## src/rtl/uart_cmd_pkg.sv

```systemverilog
// Shared definitions for the UART command responder: frame header bytes,
// command and status codes, and the parser/sequencer state encoding.
// Optional feature macro: UART_CMD_CHECKSUM_EN (adds the CHK byte to frames).
package uart_cmd_pkg;

  localparam logic [7:0] HDR_CMD = 8'hA5;
  localparam logic [7:0] HDR_RSP = 8'h5A;

  localparam logic [7:0] CMD_WRITE = 8'h01;
  localparam logic [7:0] CMD_READ  = 8'h02;

  localparam logic [7:0] ST_OK       = 8'h00;
  localparam logic [7:0] ST_BAD_CHK  = 8'h01;
  localparam logic [7:0] ST_BAD_CMD  = 8'h02;
  localparam logic [7:0] ST_BAD_ADDR = 8'h03;

  // S_CHK is only reachable when the checksum byte is part of the frame.
  typedef enum logic [3:0] {
    S_IDLE,
    S_CMD,
    S_ADDR,
    S_DATA,
    S_CHK,
    S_EXEC,
    S_TX_HDR,
    S_TX_STAT,
    S_TX_DATA
  } state_e;

  // Frame checksum over the payload bytes.
  function automatic logic [7:0] frame_chk(input logic [7:0] cmd,
                                           input logic [7:0] addr,
                                           input logic [7:0] data);
    return cmd ^ addr ^ data;
  endfunction

endpackage

```

## src/rtl/uart_cmd_responder_gap_timer.sv

```systemverilog
// Inter-byte gap timer: counts while enabled, restarts on clear, and pulses
// expire_o for one cycle when the count reaches TIMEOUT_CYCLES.
// Optional feature macro of the enclosing design: UART_CMD_CHECKSUM_EN (unused here).
module gap_timer #(
  parameter int TIMEOUT_CYCLES = 1_000_000,
  parameter int TO_BITS        = 20
) (
  input  logic clk,
  input  logic rst_n,
  input  logic clr_i,
  input  logic en_i,
  output logic expire_o
);

  localparam logic [TO_BITS-1:0] LIMIT = TO_BITS'(TIMEOUT_CYCLES);

  logic [TO_BITS-1:0] count_q, count_d;

  // A clear always wins; the counter restarts after it expires so the
  // expire output never stays high for more than one cycle.
  assign expire_o = en_i && !clr_i && (count_q == LIMIT);

  // Next count: hold at zero when disabled or cleared, wrap after expiry.
  always_comb begin
    count_d = count_q + TO_BITS'(1);
    if (clr_i || !en_i || (count_q == LIMIT)) begin
      count_d = '0;
    end
  end

  // Count register.
  always_ff @(posedge clk or negedge rst_n) begin
    if (!rst_n) begin
      count_q <= '0;
    end else begin
      count_q <= count_d;
    end
  end

endmodule

```

## src/rtl/uart_cmd_responder.sv

```systemverilog
// Byte-level command responder: parses host frames from the UART receiver,
// executes register reads/writes on an internal bank and returns a 3-byte
// response (0x5A, STATUS, RDATA) through the transmitter start/done handshake.
// Optional feature macro: UART_CMD_CHECKSUM_EN -- when defined the frame carries
// a trailing CHK byte (CMD^ADDR^DATA) that is verified; otherwise frames are
// 4 bytes long and a bad-checksum status is never produced.
module uart_cmd_responder
  import uart_cmd_pkg::*;
#(
  parameter int NUM_REGS       = 8,
  parameter int ADDR_BITS      = 3,
  parameter int TIMEOUT_CYCLES = 1_000_000,
  parameter int TO_BITS        = 20
) (
  input  logic                  clk,
  input  logic                  rst_n,
  input  logic                  i_rx_done_tick,
  input  logic [7:0]            i_rx_data,
  output logic                  o_tx_start,
  output logic [7:0]            o_tx_data,
  input  logic                  i_tx_done_tick,
  output logic [NUM_REGS*8-1:0] o_regs,
  output logic                  o_wr_tick,
  output logic [ADDR_BITS-1:0]  o_wr_addr
);

  state_e state_q, state_d;

  logic [7:0] cmd_q, cmd_d;
  logic [7:0] addr_q, addr_d;
  logic [7:0] data_q, data_d;
`ifdef UART_CMD_CHECKSUM_EN
  logic [7:0] chk_q, chk_d;
`endif
  logic [7:0] status_q, status_d;
  logic [7:0] rdata_q, rdata_d;
  logic [7:0] tx_data_q, tx_data_d;
  logic       tx_start_q, tx_start_d;

  logic [7:0]           regs_q [NUM_REGS];
  logic [ADDR_BITS-1:0] wr_addr_q;

  logic                 timer_en;
  logic                 timer_expire;
  logic                 chk_ok;
  logic                 addr_ok;
  logic                 wr_en;
  logic [7:0]           exec_status;
  logic [7:0]           exec_rdata;
  logic [ADDR_BITS-1:0] reg_idx;

  // The full address byte is range-checked; only the low bits index the bank.
  assign reg_idx = addr_q[ADDR_BITS-1:0];
  assign addr_ok = (int'(addr_q) < NUM_REGS);

`ifdef UART_CMD_CHECKSUM_EN
  assign chk_ok = (frame_chk(cmd_q, addr_q, data_q) == chk_q);
`else
  assign chk_ok = 1'b1;
`endif

  // The gap timer only runs while a frame is partially received.
  assign timer_en = state_q inside {S_CMD, S_ADDR, S_DATA, S_CHK};

  gap_timer #(
    .TIMEOUT_CYCLES(TIMEOUT_CYCLES),
    .TO_BITS       (TO_BITS)
  ) u_gap_timer (
    .clk     (clk),
    .rst_n   (rst_n),
    .clr_i   (i_rx_done_tick),
    .en_i    (timer_en),
    .expire_o(timer_expire)
  );

  // Command evaluation: checksum first, then command code, then address.
  always_comb begin
    exec_status = ST_OK;
    exec_rdata  = 8'h00;
    if (!chk_ok) begin
      exec_status = ST_BAD_CHK;
    end else if ((cmd_q != CMD_WRITE) && (cmd_q != CMD_READ)) begin
      exec_status = ST_BAD_CMD;
    end else if (!addr_ok) begin
      exec_status = ST_BAD_ADDR;
    end else if (cmd_q == CMD_WRITE) begin
      exec_rdata = data_q;
    end else begin
      exec_rdata = regs_q[reg_idx];
    end
  end

  assign wr_en     = (state_q == S_EXEC) && (exec_status == ST_OK) && (cmd_q == CMD_WRITE);
  assign o_wr_tick = wr_en;
  assign o_wr_addr = wr_en ? reg_idx : wr_addr_q;

  // Next-state and output logic for the frame parser and response sequencer.
  always_comb begin
    state_d    = state_q;
    cmd_d      = cmd_q;
    addr_d     = addr_q;
    data_d     = data_q;
`ifdef UART_CMD_CHECKSUM_EN
    chk_d      = chk_q;
`endif
    status_d   = status_q;
    rdata_d    = rdata_q;
    tx_data_d  = tx_data_q;
    tx_start_d = 1'b0;

    unique case (state_q)
      S_IDLE: begin
        if (i_rx_done_tick && (i_rx_data == HDR_CMD)) begin
          state_d = S_CMD;
        end
      end
      // In the receive states an rx tick takes precedence over an expiring gap.
      S_CMD: begin
        if (i_rx_done_tick) begin
          cmd_d   = i_rx_data;
          state_d = S_ADDR;
        end else if (timer_expire) begin
          state_d = S_IDLE;
        end
      end
      S_ADDR: begin
        if (i_rx_done_tick) begin
          addr_d  = i_rx_data;
          state_d = S_DATA;
        end else if (timer_expire) begin
          state_d = S_IDLE;
        end
      end
      S_DATA: begin
        if (i_rx_done_tick) begin
          data_d  = i_rx_data;
`ifdef UART_CMD_CHECKSUM_EN
          state_d = S_CHK;
`else
          state_d = S_EXEC;
`endif
        end else if (timer_expire) begin
          state_d = S_IDLE;
        end
      end
      S_CHK: begin
`ifdef UART_CMD_CHECKSUM_EN
        if (i_rx_done_tick) begin
          chk_d   = i_rx_data;
          state_d = S_EXEC;
        end else if (timer_expire) begin
          state_d = S_IDLE;
        end
`else
        state_d = S_IDLE;
`endif
      end
      S_EXEC: begin
        status_d   = exec_status;
        rdata_d    = exec_rdata;
        tx_data_d  = HDR_RSP;
        tx_start_d = 1'b1;
        state_d    = S_TX_HDR;
      end
      S_TX_HDR: begin
        if (i_tx_done_tick) begin
          tx_data_d  = status_q;
          tx_start_d = 1'b1;
          state_d    = S_TX_STAT;
        end
      end
      S_TX_STAT: begin
        if (i_tx_done_tick) begin
          tx_data_d  = rdata_q;
          tx_start_d = 1'b1;
          state_d    = S_TX_DATA;
        end
      end
      S_TX_DATA: begin
        if (i_tx_done_tick) begin
          state_d = S_IDLE;
        end
      end
      default: begin
        state_d = S_IDLE;
      end
    endcase
  end

  // FSM, frame fields and transmit output registers.
  always_ff @(posedge clk or negedge rst_n) begin
    if (!rst_n) begin
      state_q    <= S_IDLE;
      cmd_q      <= 8'h00;
      addr_q     <= 8'h00;
      data_q     <= 8'h00;
`ifdef UART_CMD_CHECKSUM_EN
      chk_q      <= 8'h00;
`endif
      status_q   <= 8'h00;
      rdata_q    <= 8'h00;
      tx_data_q  <= 8'h00;
      tx_start_q <= 1'b0;
    end else begin
      state_q    <= state_d;
      cmd_q      <= cmd_d;
      addr_q     <= addr_d;
      data_q     <= data_d;
`ifdef UART_CMD_CHECKSUM_EN
      chk_q      <= chk_d;
`endif
      status_q   <= status_d;
      rdata_q    <= rdata_d;
      tx_data_q  <= tx_data_d;
      tx_start_q <= tx_start_d;
    end
  end

  // Register bank and last-write address; updated only by a successful write.
  always_ff @(posedge clk or negedge rst_n) begin
    if (!rst_n) begin
      for (int i = 0; i < NUM_REGS; i++) begin
        regs_q[i] <= 8'h00;
      end
      wr_addr_q <= '0;
    end else if (wr_en) begin
      regs_q[reg_idx] <= data_q;
      wr_addr_q       <= reg_idx;
    end
  end

  assign o_tx_start = tx_start_q;
  assign o_tx_data  = tx_data_q;

  // Flatten the bank: register k occupies bits [8k+7:8k].
  for (genvar gi = 0; gi < NUM_REGS; gi++) begin : g_regs_out
    assign o_regs[gi*8 +: 8] = regs_q[gi];
  end

endmodule

```

## config.mk

```make
export PLATFORM = sky130hd
export DESIGN_NAME = uart_cmd_responder
export DESIGN_NICKNAME = d
export VERILOG_FILES = /design/src/rtl/uart_cmd_pkg.sv /design/src/rtl/uart_cmd_responder_gap_timer.sv /design/src/rtl/uart_cmd_responder.sv
export SDC_FILE = /design/constraint.sdc
export NUM_CORES = 1
export LEC_CHECK = 0
export ABC_CLOCK_PERIOD_IN_PS = 6500
export BUFFER_PORTS_ARGS = -buffer_cell sky130_fd_sc_hd__buf_4
export CAP_MARGIN = 20
export CORE_ASPECT_RATIO = 1.4
export CORE_MARGIN = 8
export CORE_UTILIZATION = 57
export CTS_CLUSTER_DIAMETER = 150
export DETAILED_ROUTE_END_ITERATION = 10
export PLACE_DENSITY = 0.79
export SKIP_LAST_GASP = 1
export SYNTH_ARGS = -nofsm -noshare
export SYNTH_HDL_FRONTEND = slang
export SYNTH_HIERARCHICAL = 1
export SYNTH_SLANG_ARGS = --single-unit
```

## constraint.sdc

```tcl
create_clock -name clk -period 6.5 [get_ports clk]
set_input_delay 0 -clock clk [delete_from_list [all_inputs] [get_ports clk]]
set_output_delay 0 -clock clk [all_outputs]
set_load 0.05 [all_outputs]
```

==> results of run 1 <==
==> registers in the layout (all words and copies together), names as in the netlist <==
register,count
o_tx_start,1
addr_q,8
o_tx_data,8
state_q,4
o_regs,64
cmd_q,8
rdata_q,8
data_q,8
u_gap_timer/count_q,20
status_q,2
wr_addr_q,3
==> placed cells by master (no fill, tap or decap), types with 3 or more instances in the layout <==
cell type / netlist / layout
dfrtp_1: 134 / 134
mux2_2: 92 / 92
buf_4: 0 / 90
nor2_1: 45 / 45
nand2_1: 36 / 36
clkbuf_16: 0 / 17
xnor2_1: 14 / 14
inv_1: 13 / 13
o21ai_0: 13 / 13
mux2i_1: 12 / 12
nand4_1: 11 / 11
nand3_1: 11 / 11
o31ai_1: 10 / 10
dlygate4sd3_1: 0 / 10
nand2b_1: 9 / 9
mux4_2: 8 / 8
nor2b_1: 7 / 7
and3_1: 7 / 7
a21oi_1: 7 / 7
nor4_1: 6 / 6
nand4_2: 5 / 5
a2111oi_0: 5 / 5
clkinv_2: 0 / 5
a22oi_1: 4 / 4
or3_1: 4 / 4
xor2_1: 4 / 4
and2_1: 3 / 3
a22o_1: 3 / 3
a21o_1: 3 / 3
clkinvlp_4: 0 / 3
nor3_1: 3 / 3
==> final cells by class <==
cell class / count / area [sq um]
tap: 144 / 180
inverter: 13 / 48.8
sequential: 134 / 3350
clock buffer: 20 / 457
clock inverter: 12 / 104
fill: 809 / 3370
timing repair buffer: 100 / 776
multi-input combinational: 357 / 2930
==> repair_timing <==
item                                   CTS  global route
hold buffers                            10             0
setup endpoints to repair                0             0
endpoints found under the hold margin  103             0
==> critical path: stages, from the launching register on <==
cell	delay, ps
dfrtp_1	390
nor4_2	420
and2_1	420
nand4_1	300
mux2_2	370
buf_4	190
==> kinds of logic after synthesis <==
group / Yosys count / synth area share
compound gates: 55 / 0.0609
fa+ha+maj: 2 / 0.00386
flops: 134 / 0.517
mux: 114 / 0.209
buf+inv: 47 / 0.0312
xor+xnor: 18 / 0.0243
simple gates: 168 / 0.154
==> power by group through the flow <==
| stage | clock (uW) | combinational [uW] | sequential [uW] |
|---|---|---|---|
| finish | 898 | 366 | 1000 |
| floorplan | 0 | 337 | 940 |
| global placement | 0 | 341 | 1010 |
| detailed placement | 0 | 354 | 1020 |
| global route | 952 | 394 | 1020 |
| CTS | 914 | 365 | 1000 |
==> worst paths after layout <==
check / start / to / slack, ps / depth (start not counted)
max in group asynchronous: rst_n / o_regs[38] / 4900 / 3
min: i_rx_done_tick / u_gap_timer/count_q[1] / 40 / 3
max: cmd_q[7] / o_wr_addr[1] / 3990 / 5
min reg2reg: o_tx_data[4] / o_tx_data[4] / 480 / 1
max reg2reg: state_q[1] / o_regs[3] / 4000 / 4
min in group asynchronous: rst_n / u_gap_timer/count_q[8] / 280 / 2
==> per-stage QoR <==
step	instances	hold WS (ps)	worst slack [ps]	area (sq um)	power (uW)
5_1_grt	780	44.3	3870	7850	2360
3_5_place_dp	738	208	4010	7190	1370
6_report	780	39.5	3990	7850	2270
2_1_floorplan	538	-296	4430	6490	1280
3_3_place_gp	738	194	4110	7190	1350
4_1_cts	780	19.1	3990	7850	2280
==> metal layers <==
metal | up-vias | wire (um)
li1 | 2108 | -
met1 | 2363 | 6210
met2 | 139 | 8520
met3 | 43 | 738
met4 | 0 | 660
met5 | - | 0
==> reports/summary.txt, run 1 <==
Status -> finished clean
GR Util met2 -> 0.385
Initial antenna violation count -> 0
First-pass GRT wire length -> 25,900 um
Reg clk slew, reported paths -> 60 ps
Sequential power share -> 0.443
Post-synthesis sequential area ratio -> 0.517
Yosys warning count -> 6
Synth Cell Area -> 6490 sq um
Pint -> 1590 uW
Setup TNS -> 0 ps
Part of the power in combinational logic -> 0.161
H-tree depth -> 4
GRT busiest layer -> met2
Die Width -> 106 um
Congestion Overflow GR -> 0
Initial Utilization -> 0.578
Num CTS Buffers -> 17
First-pass detailed-route iteration total -> 5
Clock power frac -> 0.396
Hold Crit Class -> primary input to flip-flop
Clk sinks -> 134
Clock tree buffer depth -> 2
VDD IR-drop max -> 193 uV
Routed WL -> 16,100 um
# rows -> 46
Crit path max fanout -> 7
Met1 Usage GRT -> 0.238
Arr. time, crit path -> 2510 ps
Final Max Slew Viols -> 0
Max_cap viols -> 0
Largest area contributor in the netlist -> dfrtp_1
IO Pins -> 89
Routed length per instance -> 20.7 um
# diodes -> 0
Clock Latency Late Sink -> 420 ps
Die Ht -> 142 um
Pwr Density -> 289 nW/um^2
Synth-to-layout area growth -> 21.0%
Syn Area/Cell -> 12.1 sq um
ANT nets after route -> 0
Net switching share of the total power -> 0.298
Drt via density -> 5.97
Async S/R FF share, synth -> 1.00
Crit Path Class -> flip-flop to output port
Root buf cell -> clkbuf_16
Iteration-0 DRC Markers -> 254
Final core utilization -> 0.700
DRC Markers -> 0
Cts repair resizes -> 0
Setup Buffers After CTS -> 0
Core area -> 11,200 sq um
Type of destination of the critical path -> output port
Final setup vio count -> 0
Nets -> 637
Post-synth cell types -> 58
Post-synth EDFFs -> 0
CTS tree -> built
Number of global-route vias before repair -> 4,927
Slew @ Worst Pin -> 983 ps
Syn Nets -> 552
Fraction of layout cells with a size suffix above 1 -> 0.374
Count leader, synth -> dfrtp_1
Period utilization -> 0.386
DP HPWL -> 11,400 um
Clock Skew -> 11.2 ps
Port-buffer cells -> 88
Commonest cells post-synth -> dfrtp_1 (134), mux2_2 (92), nor2_1 (45)
Die footprint -> 15,100 sq um
#FFs+latches synth -> 134
NetSw -> 676 uW
GR Layer Usage met3 -> 0.0589
Required time of the critical path -> 6500 ps
Synth top area cells -> dfrtp_1 (52%), mux2_2 (16%), mux4_2 (2.8%), nor2_1 (2.6%), nand2_1 (2.1%)
Gr usage total -> 0.221
Mapped Cells -> 538
Top FF cell, synth -> dfrtp_1
DR vias -> 4,653
P_leak -> 0.00363 uW
Worst setup SP type -> flip-flop
Top-area cell type share of the netlist area -> 0.517
Largest net degree at the start of global routing -> 78
RSZ-0062 raised after global routing -> false
Max frequency -> 399 MHz
Worst slew margin relative to its limit -> 0.342
RePlAce Congestion -> 0.870
Final Hold Fails -> 0
Min cycle time layout -> 2510 ps
Power figures use the tool's default switching activity.
==> inputs of run 2 (changes only) <==
--- a/config.mk
+++ b/config.mk
@@ -5,7 +5,7 @@
 export SDC_FILE = /design/constraint.sdc
 export NUM_CORES = 1
 export LEC_CHECK = 0
-export ABC_CLOCK_PERIOD_IN_PS = 6500
+export ABC_CLOCK_PERIOD_IN_PS = 2600
 export BUFFER_PORTS_ARGS = -buffer_cell sky130_fd_sc_hd__buf_4
 export CAP_MARGIN = 20
 export CORE_ASPECT_RATIO = 1.4
==> constraint.sdc (replaced) <==
create_clock -name clk -period 2.6 [get_ports clk]
set_input_delay 0 -clock clk [delete_from_list [all_inputs] [get_ports clk]]
set_output_delay 0 -clock clk [all_outputs]
set_load 0.05 [all_outputs]
==> run 2 against run 1 <==
Register-to-register slack lost 3800 ps; cell count grew 1.2%; via count grew 0.64%; wire length grew 2.4%; core utilization grew 1.2 points; clock power grew to 2.8 times the previous value; clock skew shrank 5.4 ps; count of clock-buffer cells in the layout shrank 2; sequential cell count is the same; hold slack gained 130 ps; largest power group unchanged.
==> reports/summary.txt, run 2 (synthesized netlist as in run 1, its figures left out) <==
CP bufs+invs -> 1
Clock Skew -> 5.77 ps
Initial Utilization -> 0.578
Worst slew margin relative to its limit -> 0.447
Crit path max fanout -> 7
Top Family by Delay on Critical Path -> simple AND/OR/NAND/NOR gates
Clock tree buffer depth -> 2
Die Ht -> 142 um
Synth-to-layout area growth -> 23.1%
Pwr Density -> 740 nW/um^2
Core area -> 11,200 sq um
Max stage delay on crit path -> 440 ps
Reg clk slew, reported paths -> 60 ps
Placed insts -> 746
Die Width -> 106 um
Flip-flop and latch area -> 3350 sq um
Hold Worst Slack -> 173 ps
RePlAce Congestion -> 0.867
P_leak -> 0.00369 uW
Slew @ Worst Pin -> 829 ps
Largest net degree at the start of global routing -> 60
Tot Pwr -> 5910 uW
Footprint of the multi-input gates -> 2940 sq um
# rows -> 46
Period utilization -> 0.923
RSZ-0062 raised after global routing -> false
Num CTS Buffers -> 17
ANT nets after route -> 0
Root buf cell -> clkbuf_16
Final Hold Fails -> 0
Iteration-0 DRC Markers -> 238
Setup TNS -> 0 ps
Arr. time, crit path -> 2400 ps
CTS tree -> built
First-pass GRT wire length -> 27,200 um
Type of destination of the critical path -> output port
Worst setup SP type -> flip-flop
DP HPWL -> 11,500 um
IO Pins -> 89
Required time of the critical path -> 2600 ps
Gr usage total -> 0.230
Number of global-route vias before repair -> 5,111
Final Max Slew Viols -> 0
Initial antenna violation count -> 0
Max_cap viols -> 0
Routed WL -> 16,500 um
Fillers -> 783
Final setup vio count -> 0
Congestion Overflow GR -> 0
Min cycle time layout -> 2400 ps
Max frequency -> 417 MHz
Nets -> 646
VDD IR-drop max -> 521 uV
Drt via density -> 5.94
Max FFs per register -> 64
Commonest non-fill, non-tap cells in the layout -> dfrtp_1 (134), buf_4 (97), mux2_2 (92), nor2_1 (45), nand2_1 (36)
Crit Path Class -> flip-flop to output port
Routed length per instance -> 20.9 um
Worst path cell trace -> nor4_2 -> and2_2 -> nand4_1 -> mux2_2 -> buf_4
First-pass detailed-route iteration total -> 4
DR vias -> 4,683
Clock Latency Late Sink -> 420 ps
Commonest non-fill, non-tap cell in the layout -> dfrtp_1
# diodes -> 0
Port-buffer cells -> 88
Status -> finished clean
Hold Crit Class -> primary input to async pin
H-tree depth -> 4
Setup Buffers After CTS -> 0
CP max stage cell -> nor4_2
Clk sinks -> 134
Fraction of layout cells with a size suffix above 1 -> 0.384
Non-filler instance count after layout -> 789
Die footprint -> 15,100 sq um
DRC Markers -> 0
run 2: changes by cell type in the layout (fill, tap and decap cells not counted), sizes merged, moves of 2 or more:
cell and change:
buf +8, clkinv -4, clkbuf -2, bufinv +2
clkinvlp +3
run 2: layout make-up:
cell class                      instances  share of cell area
Timing Repair Buffer                  109               0.107
Clock buffer                           18              0.0550
Inverter                               13             0.00611
Clock inverter                         14              0.0219
Sequential cell                       134               0.420
Multi-Input combinational cell        357               0.367
Tap cell                              144              0.0225
run 2: path summary, 6_finish.rpt:
| check | slack (ps) | to | start | cells past startpoint |
|---|---|---|---|---|
| setup / recovery | 200 | o_wr_addr[2] | cmd_q[7] | 5 |
| hold / removal | 170 | u_gap_timer/count_q[6] | rst_n | 2 |
| setup reg to reg | 250 | o_regs[13] | addr_q[7] | 4 |
| hold reg to reg | 480 | o_tx_data[4] | o_tx_data[4] | 1 |
| max in group asynchronous | 1600 | addr_q[0] | rst_n | 3 |
| min in group clk | 400 | cmd_q[3] | i_rx_data[3] | 3 |
run 2: what timing repair did:
item | in CTS | in global routing
endpoints found under the hold margin | 81 | 0
hold buffers | 11 | 0
gates resized for setup | 0 | 1
endpoints found under the setup margin | 0 | 1
run 2: report_power, final:
part | leakage (uW) | internal, uW | switching, uW
combinational | 0.00158 | 415 | 537
clock | 0.000281 | 1540 | 928
sequential | 0.00183 | 2240 | 258
total | 0.00369 | 4190 | 1720
run 2: metal layers:
layer,GRT usage,vias to the layer above,share of wire
li1,-,2126,-
met5,0,-,0
met3,0.0558,40,0.045
met2,0.405,147,0.54
met1,0.256,2370,0.38
met4,0.103,0,0.029
run 2: through the flow:
stage	area, sq um	worst slack, ps	utilization
after detailed placement	7260	264	0.647
final	7990	199	0.712
after global placement	7260	337	0.647
after global routing	7990	97.6	0.712
after CTS	7990	96.1	0.712
after floorplan	6490	527	-
==> inputs of run 3 (changes only) <==
--- a/config.mk
+++ b/config.mk
@@ -6,14 +6,14 @@
 export NUM_CORES = 1
 export LEC_CHECK = 0
 export ABC_CLOCK_PERIOD_IN_PS = 2600
-export BUFFER_PORTS_ARGS = -buffer_cell sky130_fd_sc_hd__buf_4
 export CAP_MARGIN = 20
 export CORE_ASPECT_RATIO = 1.4
 export CORE_MARGIN = 8
 export CORE_UTILIZATION = 57
 export CTS_CLUSTER_DIAMETER = 150
 export DETAILED_ROUTE_END_ITERATION = 10
-export PLACE_DENSITY = 0.79
+export DONT_BUFFER_PORTS = 1
+export PLACE_DENSITY = 0.7
 export SKIP_LAST_GASP = 1
 export SYNTH_ARGS = -nofsm -noshare
 export SYNTH_HDL_FRONTEND = slang
==> run 3 against run 2 <==
The flow now finishes with violations (hold timing); power increased by 0.99%; cell count decreased by 10%; first-iteration DRC count increased by 3.8%; non-clock buffer count decreased by 81; sequential cell count unchanged; clock skew increased by 1.2 ps; maximum frequency decreased by 0.44%; setup slack got worse by 11 ps; clock power increased by 3%; sequential power about the same; critical path depth decreased by 1; global-route usage decreased by 0.75 points.
==> reports/summary.txt, run 3 (synthesized netlist as in run 1, its figures left out) <==
First-pass GRT wire length -> 25,800 um
Num CTS Buffers -> 17
Die Width -> 106 um
VDD IR-drop max -> 594 uV
DP HPWL -> 11,100 um
Largest net degree at the start of global routing -> 135
# diodes -> 0
DRC Markers -> 0
ANT nets after route -> 0
First-pass detailed-route iteration total -> 4
Reg2reg start -> addr_q[7]
Final Hold Fails -> 134
Hold buffer count at CTS -> 10
Crit Path Class -> flip-flop to output port
Required time of the critical path -> 2600 ps
Commonest non-fill, non-tap cell in the layout -> dfrtp_1
Setup TNS -> 0 ps
DR vias -> 4,382
Routed WL -> 16,100 um
Final setup vio count -> 0
Worst setup SP type -> flip-flop
Crit path max fanout -> 7
Die Ht -> 142 um
Congestion Overflow GR -> 0
Slew @ Worst Pin -> 782 ps
Clk sinks -> 134
Period utilization -> 0.927
Pwr Density -> 809 nW/um^2
Die footprint -> 15,100 sq um
P_leak -> 0.00327 uW
Clock Latency Late Sink -> 420 ps
Setup Buffers After CTS -> 0
Synth-to-layout area growth -> 13.7%
Initial Utilization -> 0.578
Failing checks -> hold timing
Iteration-0 DRC Markers -> 247
RSZ-0062 raised after global routing -> false
Core area -> 11,200 sq um
Initial antenna violation count -> 0
Worst slew margin relative to its limit -> 0.478
Reg2Reg Depth -> 4
Clock tree buffer depth -> 2
Clock Skew -> 6.93 ps
IO Pins -> 89
Fraction of layout cells with a size suffix above 1 -> 0.294
Nets -> 565
CTS tree -> built
R2R Path End -> o_regs[10]
H-tree depth -> 4
Port-buffer cells -> 0
Max FFs per register -> 64
Drt via density -> 6.19
Arr. time, crit path -> 2410 ps
Type of destination of the critical path -> output port
FF-to-FF setup slack -> 270 ps
Status -> finished with violations
Commonest non-fill, non-tap cells in the layout -> dfrtp_1 (134), mux2_2 (92), nor2_1 (45), nand2_1 (36), buf_4 (18)
Cts repair resizes -> 0
Number of global-route vias before repair -> 4,592
Hold Worst Slack -> -720 ps
Reg clk slew, reported paths -> 60 ps
Hold Crit Class -> primary input to async pin
Root buf cell -> clkbuf_16
Min cycle time layout -> 2410 ps
Final Max Slew Viols -> 0
Fillers -> 851
Routed length per instance -> 22.7 um
Gr usage total -> 0.223
Final core utilization -> 0.658
Max_cap viols -> 0
Max frequency -> 415 MHz
RePlAce Congestion -> 0.848
# rows -> 46
run 3: cell types whose count changed in the layout (fill, tap and decap cells not counted), sizes merged:
cell         before  now
clkinv            3    6
dlygate4sd3      11   10
bufinv            3    4
clkinvlp          6    2
buf              98   18
run 3: power breakdown:
group,switching (uW),internal (uW)
registers,261,2240
clock network,932,1610
logic,510,418
run 3: worst max-delay path, cell delays in order, from the launching register on:
cell	delay (ps)
dfrtp_1	390
nor4_2	420
and2_1	390
nand4_1	280
mux2_2	500
run 3: worst max-delay path by stage:
| stage | startpoint | end |
|---|---|---|
| 2_1_floorplan | u_gap_timer/count_q[8] | state_q[0] |
| 3_3_place_gp | addr_q[7] | o_regs[15] |
| 3_5_place_dp | addr_q[7] | o_regs[14] |
| 4_1_cts | cmd_q[7] | o_wr_addr[2] |
| 5_1_grt | cmd_q[7] | o_wr_addr[2] |
| 6_report | cmd_q[7] | o_wr_addr[2] |
run 3: layout make-up:
type,count,area (sq um),share of cell area
clock inverter,14,201,0.0273
multi-input combinational,357,2930,0.397
timing repair buffer,28,235,0.0319
inverter,13,48.8,0.00661
sequential,134,3350,0.454
tap,144,180,0.0244
clock buffer,18,429,0.0581
run 3: per-stage QoR:
stage / power (uW) / cell area (sq um) / hold slack, ps / setup slack (ps) / cells
4_1_cts: 6010 / 7380 / -732 / 171 / 708
2_1_floorplan: 3190 / 6490 / -296 / 527 / 538
3_3_place_gp: 3390 / 6650 / -288 / 289 / 666
6_report: 5970 / 7380 / -720 / 189 / 708
5_1_grt: 6200 / 7380 / -740 / 70.8 / 708
3_5_place_dp: 3430 / 6650 / -288 / 254 / 666
run 3: layer usage:
layer,vias to the layer above,part of all wire,track usage
li1,1968,-,-
met1,2259,0.37,0.233
met2,123,0.54,0.396
met3,32,0.068,0.0703
met4,0,0.026,0.103
met5,-,0,0
